`src/rtl/cdb_arbiter.sv`:
```
// Common data bus arbiter: small per-source result FIFOs (ALU, LSB load) feed one
// registered broadcast per cycle, round-robin between sources, flushed on clr.
module cdb_arbiter #(
    parameter int ROB_POS_W  = 4,
    parameter int DATA_W     = 32,
    parameter int ADDR_W     = 32,
    parameter int FIFO_DEPTH = 2
) (
    input  logic                 clk,
    input  logic                 rst,
    input  logic                 rdy,
    input  logic                 clr,
    input  logic                 alu_valid,
    input  logic [ROB_POS_W:0]   alu_rob_pos,
    input  logic [DATA_W-1:0]    alu_val,
    input  logic                 alu_jump,
    input  logic [ADDR_W-1:0]    alu_pc,
    output logic                 alu_full,
    input  logic                 lsb_valid,
    input  logic [ROB_POS_W:0]   lsb_rob_pos,
    input  logic [DATA_W-1:0]    lsb_val,
    output logic                 lsb_full,
    output logic                 cdb_valid,
    output logic                 cdb_src,
    output logic [ROB_POS_W:0]   cdb_rob_pos,
    output logic [DATA_W-1:0]    cdb_val,
    output logic                 cdb_jump,
    output logic [ADDR_W-1:0]    cdb_pc,
    output logic                 overflow
);
    localparam int PTR_W = $clog2(FIFO_DEPTH);
    localparam int CNT_W = $clog2(FIFO_DEPTH + 1);
    localparam logic [CNT_W-1:0] DEPTH_C = CNT_W'(FIFO_DEPTH);
    localparam logic SRC_ALU = 1'b0;
    localparam logic SRC_LSB = 1'b1;

    typedef struct packed {
        logic [ROB_POS_W:0] rob_pos;
        logic [DATA_W-1:0]  val;
        logic               jump;
        logic [ADDR_W-1:0]  pc;
    } entry_t;

    entry_t           mem_q  [2][FIFO_DEPTH];
    entry_t           mem_d  [2][FIFO_DEPTH];
    logic [PTR_W-1:0] head_q [2];
    logic [PTR_W-1:0] head_d [2];
    logic [PTR_W-1:0] tail_q [2];
    logic [PTR_W-1:0] tail_d [2];
    logic [CNT_W-1:0] cnt_q  [2];
    logic [CNT_W-1:0] cnt_d  [2];
    logic [1:0]       full_q, full_d;
    logic             rr_last_q, rr_last_d;
    logic             cdb_valid_q, cdb_valid_d;
    logic             cdb_src_q, cdb_src_d;
    entry_t           cdb_q, cdb_d;
    logic             overflow_q, overflow_d;

    entry_t     in_ent   [2];
    entry_t     cand_ent [2];
    logic [1:0] in_vld, cand, granted, pop, push_req, accept, drop;
    logic       grant_vld, grant_src;

    // Index 0 is the ALU source, index 1 the LSB load path.
    always_comb begin
        in_ent[0].rob_pos = alu_rob_pos;
        in_ent[0].val     = alu_val;
        in_ent[0].jump    = alu_jump;
        in_ent[0].pc      = alu_pc;
        in_ent[1].rob_pos = lsb_rob_pos;
        in_ent[1].val     = lsb_val;
        in_ent[1].jump    = 1'b0;
        in_ent[1].pc      = '0;
        in_vld            = {lsb_valid, alu_valid};
    end

    // A non-empty FIFO offers its head; an empty one lets the live input bypass.
    always_comb begin
        for (int s = 0; s < 2; s++) begin
            cand[s]     = (cnt_q[s] != '0) || in_vld[s];
            cand_ent[s] = (cnt_q[s] != '0) ? mem_q[s][head_q[s]] : in_ent[s];
        end
        grant_vld = cand[0] | cand[1];
        grant_src = (cand[0] && cand[1]) ? ~rr_last_q : ~cand[0];
        granted   = {grant_vld & grant_src, grant_vld & ~grant_src};
        for (int s = 0; s < 2; s++) begin
            pop[s]      = granted[s] && (cnt_q[s] != '0);
            push_req[s] = in_vld[s] && !(granted[s] && (cnt_q[s] == '0));
            accept[s]   = push_req[s] && ((cnt_q[s] != DEPTH_C) || pop[s]);
            drop[s]     = push_req[s] && !accept[s];
        end
    end

    always_comb begin
        mem_d       = mem_q;
        head_d      = head_q;
        tail_d      = tail_q;
        cnt_d       = cnt_q;
        full_d      = full_q;
        rr_last_d   = rr_last_q;
        cdb_valid_d = cdb_valid_q;
        cdb_src_d   = cdb_src_q;
        cdb_d       = cdb_q;
        overflow_d  = overflow_q;
        if (rdy) begin
            if (clr) begin
                for (int s = 0; s < 2; s++) begin
                    head_d[s] = '0;
                    tail_d[s] = '0;
                    cnt_d[s]  = '0;
                end
                full_d      = '0;
                cdb_valid_d = 1'b0;
                cdb_src_d   = SRC_ALU;
                cdb_d       = '0;
                overflow_d  = 1'b0;
            end else begin
                for (int s = 0; s < 2; s++) begin
                    if (pop[s]) begin
                        head_d[s] = head_q[s] + PTR_W'(1);
                    end
                    if (accept[s]) begin
                        mem_d[s][tail_q[s]] = in_ent[s];
                        tail_d[s]           = tail_q[s] + PTR_W'(1);
                    end
                    cnt_d[s]  = cnt_q[s] + CNT_W'(accept[s]) - CNT_W'(pop[s]);
                    full_d[s] = (cnt_d[s] == DEPTH_C);
                end
                cdb_valid_d = grant_vld;
                cdb_src_d   = grant_vld & grant_src;
                cdb_d       = grant_vld ? cand_ent[grant_src] : '0;
                rr_last_d   = grant_vld ? grant_src : rr_last_q;
                overflow_d  = |drop;
            end
        end
    end

    always_ff @(posedge clk) begin
        if (rst) begin
            for (int s = 0; s < 2; s++) begin
                head_q[s] <= '0;
                tail_q[s] <= '0;
                cnt_q[s]  <= '0;
            end
            full_q      <= '0;
            rr_last_q   <= SRC_LSB;
            cdb_valid_q <= 1'b0;
            cdb_src_q   <= SRC_ALU;
            cdb_q       <= '0;
            overflow_q  <= 1'b0;
        end else begin
            head_q      <= head_d;
            tail_q      <= tail_d;
            cnt_q       <= cnt_d;
            full_q      <= full_d;
            rr_last_q   <= rr_last_d;
            cdb_valid_q <= cdb_valid_d;
            cdb_src_q   <= cdb_src_d;
            cdb_q       <= cdb_d;
            overflow_q  <= overflow_d;
        end
    end

    // FIFO storage is data only; occupancy is tracked by the counters above.
    always_ff @(posedge clk) begin
        mem_q <= mem_d;
    end

    assign alu_full    = full_q[0];
    assign lsb_full    = full_q[1];
    assign cdb_valid   = cdb_valid_q;
    assign cdb_src     = cdb_src_q;
    assign cdb_rob_pos = cdb_q.rob_pos;
    assign cdb_val     = cdb_q.val;
    assign cdb_jump    = cdb_q.jump;
    assign cdb_pc      = cdb_q.pc;
    assign overflow    = overflow_q;

endmodule

```
`config.mk`:
```
export PLATFORM = sky130hd
export DESIGN_NAME = cdb_arbiter
export DESIGN_NICKNAME = d
export VERILOG_FILES = /design/src/rtl/cdb_arbiter.sv
export SDC_FILE = /design/constraint.sdc
export NUM_CORES = 1
export LEC_CHECK = 0
export ABC_AREA = 1
export BUFFER_PORTS_ARGS = -buffer_cell sky130_fd_sc_hd__buf_2
export CAP_MARGIN = 5
export CORE_MARGIN = 1
export CORE_UTILIZATION = 35
export CTS_CLUSTER_DIAMETER = 30
export CTS_CLUSTER_SIZE = 8
export DETAILED_ROUTE_END_ITERATION = 10
export PLACE_DENSITY_LB_ADDON = 0.08
export SYNTH_ARGS = -nofsm -noshare
export SYNTH_HDL_FRONTEND = slang
export SYNTH_SLANG_ARGS = --single-unit
export TNS_END_PERCENT = 30
```
`constraint.sdc`:
```
create_clock -name clk -period 15.2 [get_ports clk]
set_input_delay 1.52 -clock clk [delete_from_list [all_inputs] [get_ports clk]]
set_output_delay 1.52 -clock clk [all_outputs]
set_load 0.005 [all_outputs]
```
==> summary.md <==
| Metric | Value |
|---|---|
| Status | `complete, no violations` |
| Kind of end point of the critical path | `register` |
| First-pass iteration count of the detailed router | `4` |
| CTS tree | `yes` |
| Min-delay src | `cdb_val[20]$_SDFFE_PP0P_` |
| Global Route Usage Sum | `roughly 18%` |
| Largest net degree at the start of global routing | `82` |
| DRC | `0` |
| CTS Root Cell | `clkbuf_16` |
| Avg Inst Size Synth | `~10 um2` |
| Setup-failing EPs final | `0` |
| First-pass GRT wire length | `50000 um` |
| Unique cell type count in the Yosys netlist | `32` |
| RSZ-0062 raised after global routing | `no` |
| ANT nets after route | `0` |
| Clock insertion delay at the later pin of the skew report | `560 ps` |
| Total gr overflow | `0` |
| CP arrival | `4070 ps` |
| Max Slew Vio Count | `0` |
| Nets | `1479` |
| Placer Congestion | `0.801` |
| Die H | `188 um` |
| CP max FO | `43` |
| Fin crit period | `3860 ps` |
| CP required | `15410 ps` |
| Fmax | `259 MHz` |
| Vias in the first global route | `8730` |
| Slew @ Worst Pin | `1100 ps` |
| Crit start category | `input pin` |
| Synth top cells by count | `edfxtp_1 (214), nand2_1 (210), nor2_1 (162), a21oi_1 (110), o21ai_0 (97)` |
| Sequential share of the synthesized area | `between 60% and 70%` |
| Clock transition at the registers of the reported paths | `40 ps` |
| Max H-tree Level | `3` |
| Clock skew | `15.8 ps` |
| Vias per cell | `4.76` |
| Num CTS Buffers | `75` |
| Final period util | `25.4%` |
| Hold Buf Count CTS | `0` |
| Peak supply drop | `0.120 mV` |
| WL per Instance | `17.3 um` |
| Post-CTS Setup Repair Bufs | `0` |
| Core area | `33900 um2` |
| Share of cells above drive strength 1 | `25.6%` |
| Dpl ws | `10690 ps` |
| Chip Width | `188 um` |
| Area leader, netlist | `edfxtp_1` |
| FF+latch count, synth | `298` |
| Final setup margin | `11340 ps` |
| DP Wirelength | `19100 um` |
| Cells after synthesis | `1160` |
| Longest Clk Path Bufs | `3` |
| Critical path class | `in -> reg` |
| Max-cap viol count | `0` |
| Slew HR | `26.4%` |
| P per Cell Area | `165 nW/um2` |
| Drt total wl | `approximately 32000 um` |
| Mapped Nets | `1277` |
| CP startpoint | `lsb_valid` |
| Most area-consuming cells after synthesis | `edfxtp_1 (53%), dfxtp_1 (14%), nand2_1 (6.5%), nor2_1 (5.0%), a21oi_1 (4.5%)` |
| Hold Path Class | `reg -> reg` |
| Via Count | `8935` |
| Number of synthesized flops with an enable pin | `214` |
| Async S/R FF share, synth | `0%` |
| Initial antenna violation count | `7` |
| Mapped Area | `12200 um2` |
| Top-count cell post-synth | `edfxtp_1` |
| Initial detailed-routing violation count | `523` |
| YS warnings | `0` |
| Share of Yosys cell area claimed by the top area cell type | `between 50% and 60%` |
| I/O pin cnt | `188` |
| Starting density of the core | `35.9%` |
| Setup TNS | `0 ps` |
| PortBufs | `around 190` |
| Clock sinks | `298` |
| Reg2reg start | `cnt_q[3]$_SDFFE_PP0P_` |
| Filler cell count | `3229` |
| Post-CTS Resized | `0` |
| P&R area growth vs syn | `32.2%` |
| Die footprint | `35500 um2` |
| Std cell rows | `67` |
| Synth Flop Type | `edfxtp_1` |
| Placed inst area | `13400 um2` |
| Finished Cell Area | `16100 um2` |
| P_leak | `6.21 nW` |
| Final Hold Violating Endpoints | `0` |
-- critical path, cell delays in order --
cell and delay [ps]:
buf_2 110, inv_1 100, nand2_4 80, nand2_4 90, nand2_4 270, nand2_4 330
nand3_2 170, nor3_2 850, buf_4 500
-- metal layers --
metal | track usage (%) | vias up | routed length (um)
met3 | 5.05 | 59 | 1840
li1 | - | 4460 | -
met2 | 27.1 | 201 | 14400
met5 | 0 | - | 30
met4 | 6.64 | 6 | 617
met1 | 25.2 | 4209 | 15500
-- power by group --
part	internal [mW]	total (mW)	switching (mW)	leakage [nW]
registers	0.886	0.892	0.00531	2.61
clock network	1.18	1.65	0.474	1.30
logic	0.0362	0.106	0.0699	2.31
total	2.10	2.65	0.549	6.21
-- layout make-up --
cell class	count	area [um2]	share of cell area, %
antenna	5	12.5	0.0778
clock buffer	101	2160	13.4
clock inverter	39	517	3.21
inverter	24	96.3	0.599
multi-input combinational	765	3610	22.4
sequential	298	8110	50.4
tap	448	561	3.48
timing repair buffer	198	1020	6.35
-- cell usage in the layout (no fill, tap or decap), drive strengths merged --
cell	n
inv	24
ha	4
edfxtp	214
o21a	2
diode	5
buf	198
xor2	2
o22ai	1
clkinv	22
nand3	86
o21ai	150
nor2	166
o211ai	1
bufinv	11
clkbuf	101
nand2	217
nor3	2
or2	23
a21oi	110
dfxtp	84
nand4	1
clkinvlp	6
-- flip-flops by register name (all words and copies together), names as in the netlist --
register,flops
mem_q,214
cdb_pc,32
cdb_val,32
cdb_rob_pos,5
cnt_q,4
full_q,2
head_q,2
tail_q,2
cdb_jump,1
cdb_src,1
cdb_valid,1
overflow,1
rr_last_q,1
-- stage by stage --
step / hold WS [ps] / std cells / power (mW) / util, %
detailed placement: 454 / 1733 / 1.01 / 39.6
global placement: 451 / 1733 / 1.01 / 39.6
global route: 478 / 1873 / 2.73 / 47.5
floorplan: 439 / 1160 / 0.964 / -
finish: 458 / 1878 / 2.65 / 47.5
CTS: 461 / 1873 / 2.68 / 47.5
-- path summary, 6_finish.rpt --
kind | end | slack, ps | cells after the start
setup reg to reg | mem_q[56]$_DFFE_PP_ | 11850 | 7
hold / removal | cdb_val[20]$_SDFFE_PP0P_ | 460 | 2
setup / recovery | mem_q[56]$_DFFE_PP_ | 11340 | 9
hold reg to reg | cdb_val[20]$_SDFFE_PP0P_ | 460 | 2
-- logic make-up after synthesis --
logic type | synth area share [%]
xor gates and xnor gates | 0.144
and+or+nand+nor | 17.4
AOI/OAI and AO/OA | 11.5
buffers and inverters | 3.84
DFF | 66.6
adders and majority gates | 0.411
Note: power is estimated with default switching activity, not from simulation.
